`src/rtl/apb_pkg.sv`:
```
// Shared types and address-map constants for the APB master bridge.
// The slave-select field sits at addr[SLV_MSB:SLV_LSB], just below the 16-bit base window.
package apb_pkg;

  typedef enum logic [1:0] {
    IDLE   = 2'd0,
    SETUP  = 2'd1,
    ACCESS = 2'd2
  } apb_state_t;

  localparam logic [15:0] APB_BASE_HI = 16'h1000;
  localparam int          SLV_MSB     = 15;
  localparam int          SLV_LSB     = 12;
  localparam int          TIMEOUT_DEF = 16;

endpackage

```
`src/rtl/apb_addr_decoder.sv`:
```
// Combinational address decode: base-window match plus slave index range check.
// Only addr[31:12] matters for decode, so only that part is brought in.
module apb_addr_decoder
  import apb_pkg::*;
#(
  parameter int          NUM_SLAVES = 4,
  parameter logic [15:0] BASE_HI    = APB_BASE_HI
) (
  input  logic [31:SLV_LSB]      i_addr_hi,
  output logic                   o_hit,
  output logic [3:0]             o_idx,
  output logic [NUM_SLAVES-1:0]  o_sel
);

  logic [15:0] w_base;
  logic [3:0]  w_field;

  assign w_base  = i_addr_hi[31:16];
  assign w_field = i_addr_hi[SLV_MSB:SLV_LSB];
  assign o_hit   = (w_base == BASE_HI) && (32'(w_field) < 32'(NUM_SLAVES));
  assign o_idx   = w_field;

  always_comb begin
    o_sel = '0;
    for (int k = 0; k < NUM_SLAVES; k++) begin
      o_sel[k] = o_hit && (w_field == 4'(k));
    end
  end

endmodule

```
`src/rtl/apb_master_bridge.sv`:
```
// Single-beat CPU request to APB transfer bridge with decode, wait-state handling and timeout.
// Handshake: req/we/addr/wdata are sampled only in IDLE; ready is a one-cycle pulse qualifying rdata/err.
module apb_master_bridge
  import apb_pkg::*;
#(
  parameter int          NUM_SLAVES = 4,
  parameter int          TIMEOUT    = TIMEOUT_DEF,
  parameter logic [15:0] BASE_HI    = APB_BASE_HI
) (
  input  logic                       PCLK,
  input  logic                       PRESETn,
  input  logic                       req,
  input  logic                       we,
  input  logic [31:0]                addr,
  input  logic [31:0]                wdata,
  output logic [31:0]                rdata,
  output logic                       ready,
  output logic                       err,
  output logic [31:0]                PADDR,
  output logic [31:0]                PWDATA,
  output logic                       PWRITE,
  output logic                       PENABLE,
  output logic [NUM_SLAVES-1:0]      PSEL,
  input  logic [NUM_SLAVES*32-1:0]   PRDATA_i,
  input  logic [NUM_SLAVES-1:0]      PREADY_i,
  output apb_state_t                 dbg_state
);

  localparam int            CW       = (TIMEOUT > 2) ? $clog2(TIMEOUT) : 1;
  localparam logic [CW-1:0] CNT_LAST = CW'(TIMEOUT - 1);

  apb_state_t              r_state, w_state_nxt;
  logic [31:0]             r_paddr, w_paddr_nxt;
  logic [31:0]             r_pwdata, w_pwdata_nxt;
  logic                    r_pwrite, w_pwrite_nxt;
  logic                    r_penable, w_penable_nxt;
  logic [NUM_SLAVES-1:0]   r_psel, w_psel_nxt;
  logic [31:0]             r_rdata, w_rdata_nxt;
  logic                    r_ready, w_ready_nxt;
  logic                    r_err, w_err_nxt;
  logic [CW-1:0]           r_cnt, w_cnt_nxt, w_cnt_inc;
  logic [3:0]              r_idx, w_idx_nxt;

  logic                    w_dec_hit;
  logic [3:0]              w_dec_idx;
  logic [NUM_SLAVES-1:0]   w_dec_sel;
  logic [31:0]             w_prdata_sel;
  logic                    w_pready_sel;

  apb_addr_decoder #(
    .NUM_SLAVES (NUM_SLAVES),
    .BASE_HI    (BASE_HI)
  ) u_dec (
    .i_addr_hi (addr[31:SLV_LSB]),
    .o_hit     (w_dec_hit),
    .o_idx     (w_dec_idx),
    .o_sel     (w_dec_sel)
  );

  // Only the latched slave's ready/data are looked at; other slaves are ignored.
  always_comb begin
    w_prdata_sel = '0;
    w_pready_sel = 1'b0;
    for (int k = 0; k < NUM_SLAVES; k++) begin
      if (r_idx == 4'(k)) begin
        w_prdata_sel = PRDATA_i[k*32 +: 32];
        w_pready_sel = PREADY_i[k];
      end
    end
  end

  assign w_cnt_inc = r_cnt + CW'(1);

  always_comb begin
    w_state_nxt   = r_state;
    w_paddr_nxt   = r_paddr;
    w_pwdata_nxt  = r_pwdata;
    w_pwrite_nxt  = r_pwrite;
    w_penable_nxt = r_penable;
    w_psel_nxt    = r_psel;
    w_rdata_nxt   = r_rdata;
    w_ready_nxt   = 1'b0;
    w_err_nxt     = 1'b0;
    w_cnt_nxt     = r_cnt;
    w_idx_nxt     = r_idx;
    case (r_state)
      IDLE: begin
        if (req) begin
          if (w_dec_hit) begin
            w_paddr_nxt   = addr;
            w_pwrite_nxt  = we;
            w_pwdata_nxt  = we ? wdata : 32'h0;
            w_psel_nxt    = w_dec_sel;
            w_penable_nxt = 1'b0;
            w_idx_nxt     = w_dec_idx;
            w_cnt_nxt     = '0;
            w_state_nxt   = SETUP;
          end else begin
            w_ready_nxt = 1'b1;
            w_err_nxt   = 1'b1;
            w_rdata_nxt = 32'h0;
          end
        end
      end
      SETUP: begin
        w_penable_nxt = 1'b1;
        w_state_nxt   = ACCESS;
      end
      ACCESS: begin
        if (w_pready_sel) begin
          w_rdata_nxt   = r_pwrite ? 32'h0 : w_prdata_sel;
          w_ready_nxt   = 1'b1;
          w_psel_nxt    = '0;
          w_penable_nxt = 1'b0;
          w_cnt_nxt     = '0;
          w_state_nxt   = IDLE;
        end else if (w_cnt_inc == CNT_LAST) begin
          // TIMEOUT-1 ACCESS cycles without PREADY: give up on the slave.
          w_rdata_nxt   = 32'h0;
          w_ready_nxt   = 1'b1;
          w_err_nxt     = 1'b1;
          w_psel_nxt    = '0;
          w_penable_nxt = 1'b0;
          w_cnt_nxt     = '0;
          w_state_nxt   = IDLE;
        end else begin
          w_cnt_nxt = w_cnt_inc;
        end
      end
      default: begin
        w_psel_nxt    = '0;
        w_penable_nxt = 1'b0;
        w_state_nxt   = IDLE;
      end
    endcase
  end

  always_ff @(posedge PCLK) begin
    if (!PRESETn) begin
      r_state   <= IDLE;
      r_paddr   <= '0;
      r_pwdata  <= '0;
      r_pwrite  <= 1'b0;
      r_penable <= 1'b0;
      r_psel    <= '0;
      r_rdata   <= '0;
      r_ready   <= 1'b0;
      r_err     <= 1'b0;
      r_cnt     <= '0;
      r_idx     <= '0;
    end else begin
      r_state   <= w_state_nxt;
      r_paddr   <= w_paddr_nxt;
      r_pwdata  <= w_pwdata_nxt;
      r_pwrite  <= w_pwrite_nxt;
      r_penable <= w_penable_nxt;
      r_psel    <= w_psel_nxt;
      r_rdata   <= w_rdata_nxt;
      r_ready   <= w_ready_nxt;
      r_err     <= w_err_nxt;
      r_cnt     <= w_cnt_nxt;
      r_idx     <= w_idx_nxt;
    end
  end

  assign rdata     = r_rdata;
  assign ready     = r_ready;
  assign err       = r_err;
  assign PADDR     = r_paddr;
  assign PWDATA    = r_pwdata;
  assign PWRITE    = r_pwrite;
  assign PENABLE   = r_penable;
  assign PSEL      = r_psel;
  assign dbg_state = r_state;

endmodule
```
`config.mk`:
```
export PLATFORM = sky130hd
export DESIGN_NAME = apb_master_bridge
export DESIGN_NICKNAME = d
export VERILOG_FILES = /design/src/rtl/apb_pkg.sv /design/src/rtl/apb_addr_decoder.sv /design/src/rtl/apb_master_bridge.sv
export SDC_FILE = /design/constraint.sdc
export NUM_CORES = 1
export LEC_CHECK = 0
export BUFFER_PORTS_ARGS = -buffer_cell sky130_fd_sc_hd__buf_4
export CAP_MARGIN = 20
export CORE_AREA = 2 2 120 122
export DETAILED_ROUTE_END_ITERATION = 7
export DIE_AREA = 0 0 122 124
export PLACE_DENSITY = 0.8
export SETUP_SLACK_MARGIN = 0.5
export SYNTH_ARGS = -nofsm -noshare
export SYNTH_HDL_FRONTEND = slang
export SYNTH_HIERARCHICAL = 1
export SYNTH_SLANG_ARGS = --single-unit
```
`constraint.sdc`:
```
create_clock -name PCLK -period 2 [get_ports PCLK]
set_clock_uncertainty 0.05 [all_clocks]
set_input_delay 0.1 -clock PCLK [delete_from_list [all_inputs] [get_ports PCLK]]
set_output_delay 0.1 -clock PCLK [all_outputs]
set_load 0.005 [all_outputs]
```
==> results by group, run 1 <==
Timing
  • RSZ-0062 raised after global routing: yes
  • Achievable frequency: 499 MHz
  • Slew HR: 0.510
  • Setup_tns: -2.45 ps
  • Final worst path period need: 2000 ps
  • Least-Margin Pin Slew: 735 ps
  • Final WS setup: -2.45 ps
  • Hold Vio Cnt, Final: 0
  • Crit share post-route: 1.00
  • Hold slack final: 33.8 ps
  • Final Max Tran Viols: 0
  • Final setup vio count: 1

Synthesis
  • Syn Std Cell Area: 5000 um^2
  • Most common cell in the netlist: nand2_1
  • Synth warnings: 6
  • FF+latch count, synth: 113
  • Synthesized instance count: 548
  • Synth top area share: 0.452
  • Yosys cell types: 44
  • Post-synth EDFFs: 0
  • Area leader, netlist: dfxtp_1
  • Most frequent cells after synthesis: 114 x nand2_1, 113 x dfxtp_1, 78 x a21oi_1, 40 x clkbuf_1, 35 x nand3_1
  • Most used DFF post-synth: dfxtp_1
  • Avg Cell Area, Syn: 9.13 um^2
  • Seq/Total Area, Yosys: 0.452
  • FFs w/ async S/R, synth: 0
  • Main area contributors after synthesis: dfxtp_1 45%, nand2_1 8.6%, mux4_2 8.1%
  • Syn nets: 750

Setup path
  • Crit start category: register
  • Crit. End Element: register
  • RR Startpoint: r_idx[0]
  • Req. time, crit path: 2270 ps
  • Type of the worst setup path: register to register
  • Crit path launch: r_idx[0]
  • WP data arrival: 2280 ps
  • Worst-path maximum fanout: 4

Route
  • WL/cell: 21.5 um
  • Drt total wl: 24700 um
  • Drt pass-1 iters: 5
  • Via count: 6300
  • Drt drc: 0
  • Initial DRC count: 376
  • Vias per inst: 5.47
  • Final ANT Viol Nets: 0

Floorplanning
  • Die W: 122 um
  • Vert. Die Dim: 124 um
  • Total core area: 13700 um^2
  • Die area: 15100 um^2
  • Initial core utilization: 0.365
  • Ports: 306
  • Row cnt: 43

Pwr
  • P_leak: 4.57 nW
  • PwrDens: 555 nW/um^2
  • Switching portion of total power: 0.220
  • Clock power share: 0.517
  • Final Power: 6.04 mW
  • Switch Pwr: 1.33 mW
  • Logic pwr share: 0.110
  • P_int: 4.72 mW
  • Worst vdd ir: 701 uV
  • Share of power burned in registers: 0.373

Global routing
  • First-pass GRT wire length: 32200 um
  • Total track usage: 0.277
  • Largest net degree at the start of global routing: 49
  • Initial antenna violation count: 0
  • Grt ovf: 0
  • Vias in the first global route: 6342

Final layout
  • # nets final: 1160
  • Fillers: 786
  • Finished Layout Cells: 1151
  • Layout area overhead: 118%
  • Fin util: 0.794
  • Layout cell share with drive strength beyond 1: 0.670
  • Post-route cell area: 10900 um^2
  • Antenna Cells: 0

Clock tree
  • CTS Buf Count: 17
  • Clock transition at path regs: 50 ps
  • Sink Count: 113
  • CTS root buffer: clkbuf_16
  • CTS tree: yes
  • Clock buffer depth: 2
  • Worst-Skew Late Latency: 410 ps
  • CTS H-tree depth: 4

Hold path
  • Worst min-delay path startpoint: PRDATA_i[124]
  • Hold/Removal Path Class: primary input to register

Flow run
  • Max-cap violations: 0

Placed design
  • Final GP Congestion: 0.839
  • Placed insts: 1008
  • Placed cell area: 7610 um^2
  • I/O Buffers: 305
  • DP Worst Slack: 18.1 ps
  • DP HPWL: 12800 um

Outcome
  • Failing checks: setup timing
  • Outcome: finished, violations left
cell usage in the layout (no fill, tap or decap), types with 8 or more instances in the layout:
cell,instances
mux2i_1,10
nor2_1,14
a21oi_2,66
buf_16,16
o21ai_0,8
clkbuf_16,22
buf_4,326
nand3_4,11
dfxtp_1,108
nand3_2,19
nand2_1,30
a21oi_1,11
o22ai_1,8
dlygate4sd3_1,65
buf_12,13
a22o_1,24
mux4_2,18
mux2_2,16
nand2_2,22
buf_6,13
nand2_4,62
state kept, by name, summed over array words and instances, names as in the netlist:
signal,count
PWDATA,32
rdata,32
PSEL,4
PADDR,32
r_idx,4
r_cnt,4
PWRITE,1
ready,1
err,1
PENABLE,1
dbg_state,1
worst paths after layout:
path	to	slack [ps]	cells after the start
max	r_cnt[2]	-2	7
min	rdata[28]	30	4
max reg2reg	r_cnt[2]	-2	7
min reg2reg	PWDATA[15]	410	2
logic make-up after synthesis:
family                   count (synthesis)  share of synthesized area
AO/OA/AOI/OAI                          145                      0.188
adder cells (fa/ha/maj)                  2                    0.00500
buffers and inverters                   56                     0.0505
flip-flops                             113                      0.452
multiplexers                            44                      0.137
AND/OR/NAND/NOR                        188                      0.167
repair_timing:
item	in CTS	in global routing
hold endpoints to repair	69	0
cloned	16	5
pin swaps	26	126
setup buffers	21	4
gates resized for setup	63	248
hold buffers	65	0
setup endpoints to repair	112	113
per-layer routing:
layer	vias up	GRT usage	wire, um
li1	2803	-	-
met1	3068	0.273	8280
met2	342	0.508	13200
met3	87	0.0998	2080
met4	0	0.149	1110
met5	-	0	0
worst max-delay path: stages, from the launching register on:
cell,delay [ps]
dfxtp_2,330
mux4_2,510
a21o_4,220
buf_4,150
a311oi_4,240
buf_4,180
nand2_1,50
a21oi_1,180
power by group through the flow:
stage	clock network, mW	logic, mW	registers, mW
final	3.12	0.666	2.25
after global routing	3.28	0.698	2.25
after detailed placement	0	0.460	2.30
after floorplan	0	0.121	2.30
after global placement	0	0.455	2.30
after CTS	3.14	0.575	2.25
layout make-up:
class / count / area (um^2) / area share
clock inverter: 10 / 133 / 0.0122
tap: 180 / 225 / 0.0207
multi-input combinational: 379 / 3650 / 0.335
inverter: 6 / 22.5 / 0.00207
clock buffer: 22 / 474 / 0.0435
sequential: 113 / 2270 / 0.208
timing repair buffer: 441 / 4120 / 0.378
No activity file was read; power rests on OpenSTA's default activity.
==> run 2, diff against run 1 <==
--- a/config.mk
+++ b/config.mk
@@ -7,12 +7,12 @@
 export LEC_CHECK = 0
 export BUFFER_PORTS_ARGS = -buffer_cell sky130_fd_sc_hd__buf_4
 export CAP_MARGIN = 20
-export CORE_AREA = 2 2 120 122
+export CORE_MARGIN = 4
+export CORE_UTILIZATION = 39
 export DETAILED_ROUTE_END_ITERATION = 7
-export DIE_AREA = 0 0 122 124
-export PLACE_DENSITY = 0.8
+export PLACE_DENSITY = 0.85
 export SETUP_SLACK_MARGIN = 0.5
 export SYNTH_ARGS = -nofsm -noshare
 export SYNTH_HDL_FRONTEND = slang
-export SYNTH_HIERARCHICAL = 1
 export SYNTH_SLANG_ARGS = --single-unit
+export TNS_END_PERCENT = 50
==> results by group, run 2 <==
Synthesis
  • Post-Synth Simple-Gate Area: 0.160 (-0.00676)
  • Synth Area in Compound Gates: 0.192 (+0.00349)
  • Synth warnings: 0 (-6)
  • Area leader, netlist: dfxtp_1
  • Synth Area in Adders: 0.00504 (+0.0000391)
  • Main area contributors after synthesis: dfxtp_1 44%, mux2_2 13%, a21boi_0 7.0%
  • Seq/Total Area, Yosys: 0.440 (-0.0126)
  • Yosys cell types: 42 (-4.5%)
  • FFs w/ async S/R, synth: 0 (unchanged)
  • Synth Area in XOR/XNOR: 0 (unchanged)
  • Post-synthesis mux area share: 0.158 (+0.0207)
  • Post-synth EDFFs: 0 (unchanged)
  • Avg Cell Area, Syn: 9.69 um^2 (+6.2%)
  • Synth top area share: 0.440 (-0.0126)
  • Most common cell in the netlist: dfxtp_1
  • Combinational family with the most area after synthesis: compound AO/OA/AOI/OAI gates
  • Synthesized instance count: 512 (-6.6%)
  • Syn nets: 714 (-4.8%)
  • FF+latch count, synth: 109 (-3.5%)
  • Most used DFF post-synth: dfxtp_1
  • Most frequent cells after synthesis: 109 x dfxtp_1, 72 x nand2_1, 56 x mux2_2, 46 x a21boi_0, 38 x nand3_1
  • Syn Std Cell Area: 4960 um^2 (-0.78%)

Global routing
  • Initial antenna violation count: 0 (unchanged)
  • Vias in the first global route: 5669 (-11%)
  • Total track usage: 0.249 (-0.0283)
  • Grt ovf: 0 (unchanged)
  • Largest net degree at the start of global routing: 64 (+31%)
  • First-pass GRT wire length: 28900 um (-10%)

Hold path
  • Worst min-delay path startpoint: wdata[16]
  • WHS Path Cells: 3 (-1)
  • Hold/Removal Path Class: primary input to register
  • Worst Hold End: PWDATA[16]

Setup path
  • Crit start category: register
  • Critical R2R Capture: rdata[7]
  • Top Family by Delay on Critical Path: compound AO/OA/AOI/OAI gates
  • Worst-path maximum fanout: 22 (+18)
  • WP data arrival: 2080 ps (-200 ps)
  • Worst R2R Setup Slack: 140 ps (+140 ps)
  • CP cell instances: mux4_2, a21oi_4, o211ai_4, a21boi_4, buf_12, o2bb2ai_1
  • Cell count along the critical path: 6 (-1)
  • Req. time, crit path: 2220 ps (-50 ps)
  • Critical-path top delay cell: mux4_2
  • Crit path buffers/inverters: 1 (-1)
  • FF-to-FF path depth: 6 (-1)
  • RR Startpoint: PADDR[12]
  • Largest stage delay, worst path: 540 ps (+30 ps)
  • Crit. End Element: register
  • Type of the worst setup path: register to register

Clock tree
  • Worst-Skew Late Latency: 350 ps (-60 ps)
  • CTS root buffer: clkbuf_16
  • CTS Buf Count: 9 (-8)
  • Sink Count: 109 (-3.5%)
  • Clock transition at path regs: 70 ps (+20 ps)
  • Clock buffer depth: 2 (unchanged)
  • CTS tree: yes
  • CTS H-tree depth: 3 (-1)

Pwr
  • Final Power: 4.38 mW (-28%)
  • PwrDens: 512 nW/um^2 (-7.8%)
  • Worst vdd ir: 490 uV (-30%)
  • P_leak: 3.75 nW (-18%)

Route
  • Initial DRC count: 193 (-49%)
  • Via count: 5410 (-14%)
  • Final ANT Viol Nets: 0 (unchanged)
  • Drt drc: 0 (unchanged)
  • Vias per inst: 5.28 (-3.6%)
  • WL/cell: 18.8 um (-12%)
  • Drt pass-1 iters: 5 (unchanged)
  • Drt total wl: 19300 um (-22%)

Placed design
  • Final GP Congestion: 0.811 (-3.4%)
  • DP HPWL: 12900 um (+0.87%)
  • I/O Buffers: 305 (unchanged)

Timing
  • Hold Vio Cnt, Final: 0 (unchanged)
  • Final worst path period need: 1860 ps (-142 ps)
  • RSZ-0062 raised after global routing: yes
  • Crit share post-route: 0.930 (-0.0708)
  • Slew HR: 0.637 (+0.127)
  • Least-Margin Pin Slew: 540 ps (-195 ps)
  • Setup_tns: 0 ps (+2.45 ps)
  • Final setup vio count: 0 (-1)
  • Achievable frequency: 537 MHz (+7.6%)
  • Final Max Tran Viols: 0 (unchanged)

Floorplanning
  • Die area: 14600 um^2 (-3.5%)
  • Ports: 306 (unchanged)
  • Total core area: 12200 um^2 (-11%)
  • Die W: 121 um (-0.97%)
  • Vert. Die Dim: 121 um (-2.6%)
  • Initial core utilization: 0.406 (+0.0418)
  • Row cnt: 40 (-7.0%)

Final layout
  • Layout cell share with drive strength beyond 1: 0.519 (-0.151)
  • # nets final: 1054 (-9.1%)
  • Antenna Cells: 0 (unchanged)
  • Sequential standard cell area: 2200 um^2 (-3.3%)
  • Fillers: 911 (+16%)
  • Layout area overhead: 72.3%
  • Multi-input logic area: 2750 um^2 (-25%)
  • Commonest non-fill, non-tap cells in the layout: 317 x buf_4, 104 x dfxtp_1, 70 x nand2_1
  • Commonest non-fill, non-tap cell in the layout: buf_4

Outcome
  • Outcome: finished clean

Flow run
  • Max-cap violations: 0 (unchanged)
-- run 2: how the worst max path moves through the flow --
stage          startpoint  slack (ps)         to
4_1_cts         PADDR[12]         150   rdata[7]
2_1_floorplan   PADDR[12]         130  rdata[11]
5_1_grt         PADDR[12]          70   rdata[7]
3_3_place_gp    PADDR[12]         140  rdata[14]
3_5_place_dp    PADDR[12]          60   rdata[7]
6_report        PADDR[12]         140   rdata[7]
-- run 2: repair_timing --
| action | 4_1_cts | 5_1_grt |
|---|---|---|
| resized for setup | 25 | 13 |
| gates cloned | 7 | 1 |
| setup buffers | 9 | 1 |
| setup endpoints to repair | 84 | 108 |
| pin swaps | 8 | 3 |
| hold buffers | 41 | 0 |
| hold endpoints to repair | 43 | 0 |
-- run 2: logic make-up after synthesis --
| family | count (synthesis) |
|---|---|
| AND/OR/NAND/NOR | 163 |
| AO/OA/AOI/OAI | 124 |
| flip-flops | 109 |
| multiplexers | 65 |
| buffers and inverters | 49 |
| adder cells (fa/ha/maj) | 2 |
-- run 2: worst min-delay path: stages --
cell,delay (ps)
buf_4,110
nand3_1,80
a21boi_0,80
-- run 2: metal layers --
| metal | global-route usage | up-vias | part of all wire | wire, um |
|---|---|---|---|---|
| li1 | - | 2546 | - | - |
| met4 | 0.116 | 0 | 0.040 | 774 |
| met3 | 0.0823 | 53 | 0.090 | 1750 |
| met2 | 0.450 | 261 | 0.51 | 9870 |
| met1 | 0.260 | 2550 | 0.36 | 6920 |
| met5 | 0 | - | 0 | 0 |
-- run 2: cell type report --
| class | instances | share of cell area |
|---|---|---|
| inverters | 4 | 0.00176 |
| well taps | 168 | 0.0246 |
| multi-input cells | 356 | 0.321 |
| clock inverters | 4 | 0.00380 |
| flip-flops and latches | 109 | 0.257 |
| clock buffers | 12 | 0.0276 |
| repair buffers | 372 | 0.365 |
-- run 2: where the power goes --
part / total [mW] / internal, mW / switching [mW]
sequential: 2.17 / 2.17 / 0.000547
combinational: 0.557 / 0.389 / 0.168
clock: 1.65 / 0.854 / 0.799
-- run 2: through the flow --
step | util | hold slack, ps | instance area, um^2 | setup slack [ps] | instances
3_3_place_gp | 0.611 | 278 | 7460 | 141 | 950
6_report | 0.701 | 7.44 | 8550 | 139 | 1025
4_1_cts | 0.694 | 1.29 | 8470 | 153 | 1023
3_5_place_dp | 0.611 | 280 | 7460 | 62.3 | 950
5_1_grt | 0.701 | 24.6 | 8550 | 72.2 | 1025
2_1_floorplan | - | 140 | 5040 | 135 | 512
==> run 3, diff against run 2 <==
--- a/config.mk
+++ b/config.mk
@@ -5,12 +5,12 @@
 export SDC_FILE = /design/constraint.sdc
 export NUM_CORES = 1
 export LEC_CHECK = 0
-export BUFFER_PORTS_ARGS = -buffer_cell sky130_fd_sc_hd__buf_4
 export CAP_MARGIN = 20
-export CORE_MARGIN = 4
-export CORE_UTILIZATION = 39
+export CORE_AREA = 4 4 116 118
 export DETAILED_ROUTE_END_ITERATION = 7
-export PLACE_DENSITY = 0.85
+export DIE_AREA = 0 0 120 122
+export DONT_BUFFER_PORTS = 1
+export PLACE_DENSITY = 0.64
 export SETUP_SLACK_MARGIN = 0.5
 export SYNTH_ARGS = -nofsm -noshare
 export SYNTH_HDL_FRONTEND = slang
==> results by group, run 3 (same netlist as run 2, synthesis figures left out) <==
Setup path
  • Worst-path maximum fanout: 23 (+4.5%)
  • Worst R2R Setup Slack: 160 ps (+30 ps)
  • CP cell instances: mux4_2, a21oi_4, o211ai_4, a21boi_4, buf_12, o2bb2ai_1
  • Req. time, crit path: 2220 ps (about the same)
  • Type of the worst setup path: register to register
  • Crit start category: register
  • Critical R2R Capture: rdata[31]
  • FF-to-FF path depth: 6 (unchanged)
  • Largest stage delay, worst path: 540 ps (about the same)
  • Crit. End Element: register
  • Critical-path top delay cell: mux4_2
  • WP data arrival: 2050 ps (-30 ps)
  • RR Startpoint: PADDR[12]

Floorplanning
  • Total core area: 12500 um^2 (+2.1%)
  • Row cnt: 41 (+2.5%)
  • Die W: 120 um (-0.67%)
  • Ports: 306 (unchanged)
  • Die area: 14600 um^2 (+0.30%)
  • Vert. Die Dim: 122 um (+0.98%)
  • Initial core utilization: 0.398 (-0.00828)

Global routing
  • Total track usage: 0.206 (-0.0426)
  • Largest net degree at the start of global routing: 82 (+28%)
  • Vias in the first global route: 4102 (-28%)
  • First-pass GRT wire length: 23200 um (-20%)
  • Initial antenna violation count: 2 (+2)
  • Grt ovf: 0 (unchanged)

Pwr
  • PwrDens: 674 nW/um^2 (+32%)
  • Final Power: 4.15 mW (-5.1%)
  • Worst vdd ir: 342 uV (-30%)
  • P_leak: 2.12 nW (-43%)

Route
  • Drt total wl: 16800 um (-13%)
  • Vias per inst: 5.83 (+11%)
  • Initial DRC count: 147 (-24%)
  • Via count: 4131 (-24%)
  • Drt pass-1 iters: 5 (unchanged)
  • Final ANT Viol Nets: 0 (unchanged)
  • Drt drc: 0 (unchanged)
  • WL/cell: 23.8 um (+26%)

Clock tree
  • Worst-Skew Late Latency: 350 ps (about the same)
  • Clock transition at path regs: 70 ps (about the same)
  • Clock buffer depth: 2 (unchanged)
  • CTS root buffer: clkbuf_16
  • Sink Count: 109 (unchanged)
  • CTS H-tree depth: 3 (unchanged)
  • CTS tree: yes
  • CTS Buf Count: 9 (unchanged)

Final layout
  • # nets final: 730 (-31%)
  • Commonest non-fill, non-tap cells in the layout: 104 x dfxtp_1, 62 x nand2_1, 56 x mux2_2
  • Post-route cell area: 6160 um^2 (-28%)
  • Commonest non-fill, non-tap cell in the layout: dfxtp_1
  • Fillers: 1153 (+27%)
  • Multi-input logic area: 2780 um^2 (+1.3%)
  • Sequential standard cell area: 2200 um^2 (unchanged)
  • Layout cell share with drive strength beyond 1: 0.283 (-0.236)
  • Layout area overhead: 24.1%

Hold path
  • Worst Hold End: PADDR[28]
  • Hold/Removal Path Class: primary input to register
  • Worst min-delay path startpoint: PRESETn
  • WHS Path Cells: 1 (-2)

Placed design
  • Placed cell area: 5160 um^2 (-31%)
  • Final GP Congestion: 0.760 (-6.2%)
  • DP HPWL: 11200 um (-13%)
  • I/O Buffers: 0 (-100%)
  • DP Worst Slack: 165 ps (+103 ps)

Timing
  • Achievable frequency: 545 MHz (+1.4%)
  • Hold Vio Cnt, Final: 74 (+74)
  • Setup_tns: 0 ps (unchanged)
  • Hold slack final: -163 ps (-170 ps)
  • Crit share post-route: 0.918 (-0.0127)
  • Slew HR: 0.655 (+0.0183)
  • Least-Margin Pin Slew: 513 ps (-27.2 ps)
  • Final Max Tran Viols: 0 (unchanged)
  • RSZ-0062 raised after global routing: yes
  • Final setup vio count: 0 (unchanged)
  • Final worst path period need: 1840 ps (-25.4 ps)
  • Final WS setup: 164 ps (+25.4 ps)

Outcome
  • Failing checks: hold timing
  • Outcome: finished, violations left

Flow run
  • Max-cap violations: 0 (unchanged)
==> run 3: cell count changes in the layout (fill, tap and decap cells not counted), sizes merged <==
| cell | delta |
|---|---|
| clkbuf | +1 |
| bufinv | +1 |
| bufbuf | -3 |
| diode | +3 |
| dlygate4sd3 | -23 |
| inv | +2 |
| clkinvlp | -1 |
| buf | -301 |
==> run 3: stage by stage <==
step | hold slack [ps] | cells | util
2_1_floorplan | 140 | 512 | -
3_3_place_gp | 144 | 649 | 0.414
3_5_place_dp | 147 | 649 | 0.414
4_1_cts | -187 | 693 | 0.470
5_1_grt | -170 | 706 | 0.494
6_report | -163 | 708 | 0.494
==> run 3: per-layer routing <==
layer  up-vias  GRT usage  routed length (um)
met3        30     0.0562                1270
li1       1909          -                   -
met2       211      0.380                8890
met5         -          0                   0
met4         0     0.0845                 483
met1      1981      0.223                6170
==> run 3: critical path, delay by kind of cell (launching register included) <==
| kind | cells | cell delay, ps |
|---|---|---|
| AO/OA/AOI/OAI | 4 | 640 |
| buffers and inverters | 1 | 180 |
| flip-flops | 1 | 340 |
| multiplexers | 1 | 540 |
==> run 3: area by class of cell <==
class	instances	area share
Inverter	4	0.00244
Timing Repair Buffer	48	0.106
Clock inverter	6	0.0112
Tap cell	172	0.0349
Clock buffer	10	0.0372
Multi-Input combinational cell	356	0.451
Sequential cell	109	0.356
Antenna cell	3	0.00122
==> run 3: worst max path at each step <==
stage                      to      start  cells after the start
floorplan           rdata[11]  PADDR[12]                      7
global placement     rdata[3]  PADDR[12]                      6
detailed placement    PSEL[2]  PADDR[12]                      6
CTS                 rdata[31]  PADDR[12]                      6
global route        rdata[31]  PADDR[12]                      6
finish              rdata[31]  PADDR[12]                      6
==> run 3: report_power, final <==
group | switching, mW | internal (mW) | leakage (nW)
logic | 0.0684 | 0.112 | 1.10
registers | 0.00191 | 2.17 | 0.881
clock network | 0.823 | 0.984 | 0.144
total | 0.893 | 3.26 | 2.12
==> run 3: timing repair <==
item,CTS,global route
resized for setup,10,43
hold buffers,16,2
endpoints found under the hold margin,77,74
pin swaps,2,11
gates cloned,6,5
setup buffers,6,4
setup endpoints to repair,91,106
